## src/rtl/trace_event_packer.sv

```systemverilog
// Retirement-trace producer: captures commit events, buffers snapshots in a FIFO and
// serializes them as 16-bit words on a valid/ready stream. Optional macro: TRACE_SKIP_R0_EN.
module trace_event_packer #(
    parameter int DEPTH = 16
) (
    input  logic        clk,
    input  logic        rst,
    input  logic        en,
    input  logic        reg_wr,
    input  logic [3:0]  reg_addr,
    input  logic [15:0] reg_data,
    input  logic        mem_rd,
    input  logic        mem_wr,
    input  logic [15:0] mem_addr,
    input  logic [15:0] mem_wdata,
    input  logic [15:0] mem_rdata,
    input  logic        halt,
    output logic        out_valid,
    input  logic        out_ready,
    output logic [15:0] out_data,
    output logic        out_last,
    output logic        overflow,
    output logic        done,
    output logic [31:0] cycle_count,
    output logic [31:0] inst_count
);

    localparam int AW = $clog2(DEPTH);
    localparam logic [AW:0]   CNT_FULL = (AW+1)'(DEPTH);
    localparam logic [AW:0]   CNT_ONE  = (AW+1)'(1);
    localparam logic [AW-1:0] PTR_ONE  = AW'(1);

    typedef enum logic [3:0] {
        S_IDLE     = 4'd0,
        S_REG_HDR  = 4'd1,
        S_REG_DATA = 4'd2,
        S_MEM_HDR  = 4'd3,
        S_MEM_ADDR = 4'd4,
        S_MEM_DATA = 4'd5,
        S_SUM_HDR  = 4'd6,
        S_CYC_HI   = 4'd7,
        S_CYC_LO   = 4'd8,
        S_INST_HI  = 4'd9,
        S_INST_LO  = 4'd10,
        S_DONE     = 4'd11
    } state_t;

    typedef struct packed {
        logic        f_reg;
        logic        f_load;
        logic        f_store;
        logic        f_halt;
        logic [3:0]  reg_addr;
        logic [15:0] reg_data;
        logic [15:0] mem_addr;
        logic [15:0] mem_wdata;
        logic [15:0] mem_rdata;
        logic [7:0]  seq;
    } snap_t;

    function automatic state_t first_state(input snap_t s);
        if (s.f_reg) begin
            return S_REG_HDR;
        end else if (s.f_load | s.f_store) begin
            return S_MEM_HDR;
        end else begin
            return S_SUM_HDR;
        end
    endfunction

    // Successor word within a snapshot; only consulted when the current word is not last.
    function automatic state_t next_part(input state_t st, input snap_t s);
        case (st)
            S_REG_HDR:  return S_REG_DATA;
            S_REG_DATA: return (s.f_load | s.f_store) ? S_MEM_HDR : S_SUM_HDR;
            S_MEM_HDR:  return S_MEM_ADDR;
            S_MEM_ADDR: return S_MEM_DATA;
            S_MEM_DATA: return S_SUM_HDR;
            S_SUM_HDR:  return S_CYC_HI;
            S_CYC_HI:   return S_CYC_LO;
            S_CYC_LO:   return S_INST_HI;
            S_INST_HI:  return S_INST_LO;
            default:    return S_IDLE;
        endcase
    endfunction

    // Returns {last, data} for the word presented in state st.
    function automatic logic [16:0] word_of(input state_t st, input snap_t s,
                                            input logic [31:0] cyc, input logic [31:0] inst);
        logic [3:0] mem_type;
        mem_type = s.f_store ? 4'h3 : 4'h2;
        case (st)
            S_REG_HDR:  return {1'b0, 4'h1, s.reg_addr, s.seq};
            S_REG_DATA: return {~(s.f_load | s.f_store | s.f_halt), s.reg_data};
            S_MEM_HDR:  return {1'b0, mem_type, 4'h0, s.seq};
            S_MEM_ADDR: return {1'b0, s.mem_addr};
            S_MEM_DATA: return {~s.f_halt, s.f_store ? s.mem_wdata : s.mem_rdata};
            S_SUM_HDR:  return {1'b0, 4'hF, 4'h0, s.seq};
            S_CYC_HI:   return {1'b0, cyc[31:16]};
            S_CYC_LO:   return {1'b0, cyc[15:0]};
            S_INST_HI:  return {1'b0, inst[31:16]};
            S_INST_LO:  return {1'b1, inst[15:0]};
            default:    return 17'd0;
        endcase
    endfunction

    logic          cnt_en, ev_reg, ev_load, ev_store, ev_any;
    logic          push, pop, drop, full, empty, xfer;
    snap_t         cap_d, cap_q, push_snap, head, cur_d, cur_q;
    logic          cap_valid_d, cap_valid_q;
    logic [AW:0]   count_d, count_q;
    logic [AW-1:0] wr_ptr_d, wr_ptr_q, rd_ptr_d, rd_ptr_q;
    logic [7:0]    seq_d, seq_q;
    logic          halt_d, halt_q, overflow_d, overflow_q;
    logic [31:0]   cycle_count_d, cycle_count_q, inst_count_d, inst_count_q;
    state_t        state_d, state_q;
    logic          out_valid_d, out_valid_q, out_last_d, out_last_q, done_d, done_q;
    logic [15:0]   out_data_d, out_data_q;
    snap_t         fifo_q [DEPTH];

    assign head = fifo_q[rd_ptr_q];

    // Capture stage, FIFO bookkeeping, counters and sticky status.
    always_comb begin
        cnt_en   = en & ~halt_q;
`ifdef TRACE_SKIP_R0_EN
        ev_reg   = reg_wr & (reg_addr != 4'd0);
`else
        ev_reg   = reg_wr;
`endif
        ev_store = mem_wr;
        ev_load  = mem_rd & ~mem_wr;
        ev_any   = ev_reg | ev_load | ev_store | halt;

        full  = (count_q == CNT_FULL);
        empty = (count_q == (AW+1)'(0));
        // A pop in the same cycle frees the slot, so a full FIFO still accepts the push.
        push  = cap_valid_q & (~full | pop);
        drop  = cap_valid_q & ~push & ~cap_q.f_halt;

        push_snap     = cap_q;
        push_snap.seq = seq_q;

        cap_d       = cap_q;
        cap_valid_d = cap_valid_q & ~push & cap_q.f_halt;
        if (cnt_en & ev_any) begin
            cap_d.f_reg     = ev_reg;
            cap_d.f_load    = ev_load;
            cap_d.f_store   = ev_store;
            cap_d.f_halt    = halt;
            cap_d.reg_addr  = reg_addr;
            cap_d.reg_data  = reg_data;
            cap_d.mem_addr  = mem_addr;
            cap_d.mem_wdata = mem_wdata;
            cap_d.mem_rdata = mem_rdata;
            cap_d.seq       = 8'd0;
            cap_valid_d     = 1'b1;
        end else begin
            cap_d = cap_q;
        end

        wr_ptr_d = push ? (wr_ptr_q + PTR_ONE) : wr_ptr_q;
        rd_ptr_d = pop  ? (rd_ptr_q + PTR_ONE) : rd_ptr_q;
        case ({push, pop})
            2'b10:   count_d = count_q + CNT_ONE;
            2'b01:   count_d = count_q - CNT_ONE;
            default: count_d = count_q;
        endcase

        seq_d      = push ? (seq_q + 8'd1) : seq_q;
        overflow_d = overflow_q | drop;
        halt_d     = halt_q | (cnt_en & halt);

        if (cnt_en && (cycle_count_q != 32'hFFFF_FFFF)) begin
            cycle_count_d = cycle_count_q + 32'd1;
        end else begin
            cycle_count_d = cycle_count_q;
        end
        if (cnt_en && (reg_wr | mem_wr | halt) && (inst_count_q != 32'hFFFF_FFFF)) begin
            inst_count_d = inst_count_q + 32'd1;
        end else begin
            inst_count_d = inst_count_q;
        end
    end

    // Serializer next state and the registered word it will present.
    always_comb begin
        state_d = state_q;
        cur_d   = cur_q;
        pop     = 1'b0;
        xfer    = out_valid_q & out_ready;
        case (state_q)
            S_IDLE: begin
                if (!empty) begin
                    pop     = 1'b1;
                    cur_d   = head;
                    state_d = first_state(head);
                end else begin
                    state_d = S_IDLE;
                end
            end
            S_DONE: state_d = S_DONE;
            S_REG_HDR, S_REG_DATA, S_MEM_HDR, S_MEM_ADDR, S_MEM_DATA,
            S_SUM_HDR, S_CYC_HI, S_CYC_LO, S_INST_HI, S_INST_LO: begin
                if (!xfer) begin
                    state_d = state_q;
                end else if (!out_last_q) begin
                    state_d = next_part(state_q, cur_q);
                end else if (cur_q.f_halt) begin
                    state_d = S_DONE;
                end else if (!empty) begin
                    pop     = 1'b1;
                    cur_d   = head;
                    state_d = first_state(head);
                end else begin
                    state_d = S_IDLE;
                end
            end
            default: state_d = S_IDLE;
        endcase

        {out_last_d, out_data_d} = word_of(state_d, cur_d, cycle_count_q, inst_count_q);
        out_valid_d = (state_d != S_IDLE) && (state_d != S_DONE);
        done_d      = (state_d == S_DONE);
    end

    // State, control and output registers.
    always_ff @(posedge clk) begin
        if (rst) begin
            cap_q         <= '0;
            cap_valid_q   <= 1'b0;
            count_q       <= '0;
            wr_ptr_q      <= '0;
            rd_ptr_q      <= '0;
            seq_q         <= 8'd0;
            halt_q        <= 1'b0;
            overflow_q    <= 1'b0;
            cycle_count_q <= 32'd0;
            inst_count_q  <= 32'd0;
            state_q       <= S_IDLE;
            cur_q         <= '0;
            out_valid_q   <= 1'b0;
            out_data_q    <= 16'd0;
            out_last_q    <= 1'b0;
            done_q        <= 1'b0;
        end else begin
            cap_q         <= cap_d;
            cap_valid_q   <= cap_valid_d;
            count_q       <= count_d;
            wr_ptr_q      <= wr_ptr_d;
            rd_ptr_q      <= rd_ptr_d;
            seq_q         <= seq_d;
            halt_q        <= halt_d;
            overflow_q    <= overflow_d;
            cycle_count_q <= cycle_count_d;
            inst_count_q  <= inst_count_d;
            state_q       <= state_d;
            cur_q         <= cur_d;
            out_valid_q   <= out_valid_d;
            out_data_q    <= out_data_d;
            out_last_q    <= out_last_d;
            done_q        <= done_d;
        end
    end

    // Snapshot storage; contents are don't-care until the pointers say otherwise.
    always_ff @(posedge clk) begin
        if (push && !rst) begin
            fifo_q[wr_ptr_q] <= push_snap;
        end
    end

    assign out_valid   = out_valid_q;
    assign out_data    = out_data_q;
    assign out_last    = out_last_q;
    assign overflow    = overflow_q;
    assign done        = done_q;
    assign cycle_count = cycle_count_q;
    assign inst_count  = inst_count_q;

endmodule

```

## config.mk

```make
export PLATFORM = sky130hd
export DESIGN_NAME = trace_event_packer
export DESIGN_NICKNAME = d
export VERILOG_FILES = /design/src/rtl/trace_event_packer.sv
export SDC_FILE = /design/constraint.sdc
export NUM_CORES = 2
export LEC_CHECK = 0
export ABC_AREA = 1
export BUFFER_PORTS_ARGS = -buffer_cell sky130_fd_sc_hd__buf_2
export CORE_UTILIZATION = 35
export CTS_CLUSTER_SIZE = 14
export DETAILED_ROUTE_END_ITERATION = 8
export SETUP_SLACK_MARGIN = 0.4
export SYNTH_ARGS = -nofsm -noshare
export SYNTH_HDL_FRONTEND = slang
export SYNTH_SLANG_ARGS = --single-unit
```

## constraint.sdc

```tcl
create_clock -name clk -period 11 [get_ports clk]
set_clock_uncertainty 0.1 [all_clocks]
set_input_delay 1.65 -clock clk [delete_from_list [all_inputs] [get_ports clk]]
set_output_delay 1.65 -clock clk [all_outputs]
set_load 0.01 [all_outputs]
```

After elaboration in Yosys (flattened, before gate mapping). Memory sizes are Yosys's and may differ from the RTL's. A register that Yosys moved wholly into a read port is not among the register bits. Index checks and enable logic that the tools add are counted.

Add/sub/neg operators: 7. Equal/unequal tests: 28. Multiplexer cells: 29. Bitwise logic cells: 28. Reduce and logical (&&, ||, !) cells: 11.

Operators by type and width (number): $mux W79 (5); $pmux W17 S10 (1); $pmux W79 S2 (1); $add A32 B1 Y32 const B (2); $ne A32 B32 Y1 const B (2); $pmux W4 S9 (1); $eq A4 B3 Y1 const B (8); $eq A4 B4 Y1 const B (8); $mux W4 (6); $eq A4 B2 Y1 const B (4); $mux W16 (1); $or A1 B1 Y1 (12); $pmux W4 S3 (1); $pmux W5 S2 (1); $reduce_or A10 Y1 (1); $and A1 B1 Y1 (9); $mux W3 (3); $add A4 B1 Y4 const B (2); $add A8 B1 Y8 const B (1); $eq A4 B1 Y1 const B (2); $mux W1 (8); $not A1 Y1 (7); $add A5 B1 Y5 const B (1); $eq A5 B5 Y1 const B (1); 11 further kinds (15).

Register bits after elaboration: 262. Bits in writable memories: 1280. Output and inout bits: 84. Memories: 1.

Memory list: fifo_q (words 16, width 80, read ports 1, clocked after Yosys merged registers in 1, write ports 1, RTL line 119) `snap_t fifo_q [DEPTH];`.

Logic depth before layout (Yosys ltp).
Depth in word-level cells: 12. Depth in mapped cells: 24. Gate-level depth less buffers: 23.

Least setup slack after synthesis. No wires, ideal clock.

Path kind: input -> register. Start point: input port out_ready. End point: memory fifo_q[3][0] (netlist name), enable pin. Setup time: 0.617 ns. Arrival: 8.240 ns. Setup slack: 2.043 ns. Cell stages on the path: 11. Path buffers: 1. Path through: nand2_1 inv_1 a21oi_1 nor2_4 inv_1 buf_2 nand3_2 nand2_2 inv_1 nand2_1 nor3_1.

Cells in the longest elaborated chain, start to end: 8.

RTL lines: start, declared (RTL line 19) `input logic out_ready,`; $and A1 B1 Y1 (RTL line 191) `xfer = out_valid_q & out_ready;`; $mux W1 (RTL line 205) `if (!xfer) begin`; $pmux W1 S2 (RTL line 192) `case (state_q)`; $or A1 B1 Y1 (RTL line 138) `push = cap_valid_q & (~full | pop);`; $and A1 B1 Y1 (RTL line 138); $logic_and A1 B1 Y1 (RTL line 268) `if (push && !rst) begin`; $mux W1 (RTL line 268); $mux W1 (implied by the code) (RTL line 269) `fifo_q[wr_ptr_q] <= push_snap;`; end, declared (RTL line 119).

No other way between the ends.

==> metrics.txt <==
Least-Margin Pin Slew=1.27 ns; total of flip-flops plus latches after synthesis=1546; vias in the first global route=~39k; largest net degree at the start of global routing=200; Synth Flop Type=edfxtp_1; register area=between 40000 and 50000 um^2; Syn Nets=5302; min cycle time layout=around 5.3 ns; status=finished, final reports clean; First-pass DRT Iterations=6; Sink Count=approximately 1.5k; hold path endpoint=overflow; # fillers=around 16k; Post-Syn Area=61200 um^2; register area share after synthesis=between 70% and 80%; Fin. Hold Viols=0; R2R Setup Slk=5.72 ns; Reg2Reg Depth=14; clock slew at reported path FFs=roughly 0.060 ns; post-CTS sizing=0; period utilization=a little under half; IO buf count=between 150 and 200; relative slew slack=between 10% and 20%; clk_lat worst skew=approximately 0.78 ns; RSZ-0062 raised after global routing=false; Hold Path Cell Cnt=1; DRT antenna net count=0; Area Overhead vs Synth=13.0%; vias after detailed routing=about 42k; CTS root buffer=clkbuf_16; pwr/cell area=approximately 240 nW/um^2; CTS tree=built; Post-CTS Setup Repair Bufs=0; die span in y=approximately 420 um; fmax=190 MHz; routability cong.=a little over 0.9; vias per cell=~5.5; fin cells=between 7k and 8k; # H-tree levels=4; critical path required time=11.61 ns; leakage=23.2 nW; CP Launch Type=flip-flop; Overall Global Routing Usage=approximately a fifth; FFs w/ async S/R, synth=0%; CP endpoint kind=flip-flop; GR Overflow Total=0; detailed-route wire length=approximately 180 mm; max-slew violation count=0; Crit Path Max Fanout=171; setup TNS=0 ns; dpl cells=roughly 7.4k; Die Width=around 420 um; # rows=153; Initial Util=between 30% and 40%; synth unique cells=51; Avg WL per Cell=approximately 23 um; Final HPWL DP=103 mm; Core Area=about 170000 um^2; footprint of the multi-input gates=around 15000 um^2; # IOs=160; hold_buf cts=0; Mapped Cells=approximately 5.2k; yosys warns=0; Post-synth EDFFs=1280; hold_sp=overflow; clock buffer depth=3; type of the worst min-delay path=reg -> reg; Util after Layout=around 40%; Layout Nets=between 5k and 6k; initial antenna violation count=14; Max VDD drop=around 0.17 mV; drt first-iter violations=~4.5k; Critical Path AT=between 5 and 6 ns; share of cells above drive strength 1=under 10%; critical path class=reg -> reg; Setup-failing EPs final=0; max-cap violation count=0; FF-to-FF End=out_data[14]; Avg Inst Size Synth=about 12 um^2; die area=177000 um^2; first-pass GRT wire length=around 260 mm; DRC violations left=0; number of buffers created by CTS=between 150 and 200
[how the worst max path moves through the flow]
stage / start / to / slack (ns) / depth (start not counted)
6_report: flip-flop / out_data[14] / 5.72 / 14
3_3_place_gp: out_ready / fifo_q[0][50] / 5.33 / 13
5_1_grt: flip-flop / out_data[14] / 5.33 / 14
3_5_place_dp: out_ready / fifo_q[0][49] / 5.29 / 13
2_1_floorplan: out_ready / fifo_q[3][0] / 2.04 / 11
4_1_cts: flip-flop / out_data[14] / 5.71 / 14
[routing by layer]
metal / global-route usage, % / routed length (um) / share of wire (%)
met4: 7.19 / 6020 / 3.3
met1: 27.4 / 76100 / 42
met2: 32.1 / 84400 / 47
met5: 0 / 91 / 0.050
met3: 3.31 / 13800 / 7.6
[sequential cells by signal (all words and copies together), names as in the netlist, 4 cells and up, named ones only]
| name | flops |
|---|---|
| fifo_q | 1280 |
| inst_count | 32 |
| rd_ptr_q | 4 |
| cycle_count | 32 |
| cap_q | 72 |
| cur_q | 79 |
| seq_q | 8 |
| state_q | 4 |
| out_data | 16 |
| count_q | 5 |
| wr_ptr_q | 4 |
[cell type report]
type                    count  area share [%]
clock inverters            70           0.888
repair buffers            237            2.06
flip-flops and latches   1546            63.3
clock buffers             214            6.23
diodes                      1         0.00362
inverters                 186            1.05
multi-input cells        3139            22.3
well taps                2325            4.20
[Yosys cell counts, types with 27 or more instances]
cell | n | area (um^2)
o21ai_0 | 868 | 4340
nor3_1 | 49 | 245
nor2_1 | 1066 | 4000
edfxtp_1 | 1280 | 38400
nand2_1 | 326 | 1220
o22ai_1 | 154 | 963
o221ai_1 | 151 | 1320
inv_1 | 177 | 664
nand4_1 | 45 | 282
a21oi_1 | 114 | 571
nand3_1 | 180 | 901
buf_2 | 104 | 521
dfxtp_1 | 266 | 5330
o211ai_1 | 27 | 203
clkbuf_1 | 205 | 769
[worst max-delay path, cell delays in order, from the launching register on]
cell and delay, ns:
dfxtp_4 0.50, inv_8 0.64, buf_4 0.70, buf_4 0.78, buf_4 0.64, o21ai_0 0.15
o22ai_1 0.15, nor2_1 0.06, o311ai_0 0.45, o21ai_0 0.35, nor2_1 0.22, nor2_1 0.07
nand3_1 0.07, nor2_1 0.06, nor2_1 0.11
[cells by family (layout without fill, tap and decap cells)]
group / after synthesis / count (layout) / share of synthesized area, %
AO/OA/AOI/OAI: 1390 / 1390 / 13.0
XOR/XNOR: 11 / 11 / 0.157
adder cells (fa/ha/maj): 13 / 13 / 0.278
buffers and inverters: 528 / 707 / 3.52
flip-flops: 1546 / 1546 / 71.5
multiplexers: 6 / 6 / 0.0981
other: 0 / 1 / 0
AND/OR/NAND/NOR: 1719 / 1719 / 11.5
[stage by stage]
stage                     power, mW  hold slack [ns]  setup WS (ns)  cell area [um^2]
after detailed placement       11.5            0.353           5.29             64300
after CTS                      16.6            0.366           5.71             69200
final                          16.6            0.362           5.72             69200
after global placement         11.4            0.347           5.33             64300
after global routing           17.3            0.382           5.33             69200
after floorplan                9.83            0.335           2.04             61200
[where the power goes]
part | internal [mW] | switching (mW) | total (mW)
Sequential | 6.61 | 0.249 | 6.85
Combinational | 1.17 | 3.38 | 4.55
Clock | 2.95 | 2.21 | 5.17
[cells in the final DEF (no fill, tap or decap), types with 23 or more instances in the layout]
master / count
nor2_1: 1058
clkinv_2: 27
buf_4: 75
buf_2: 158
clkinv_1: 23
edfxtp_1: 1280
nand3_1: 180
inv_1: 176
o221ai_1: 151
nand2_1: 326
o22ai_1: 154
o211ai_1: 27
o21ai_0: 868
nand4_1: 45
dfxtp_1: 262
a21oi_1: 113
nor3_1: 41
clkbuf_16: 161
clkbuf_1: 45
Power figures use the tool's default switching activity.
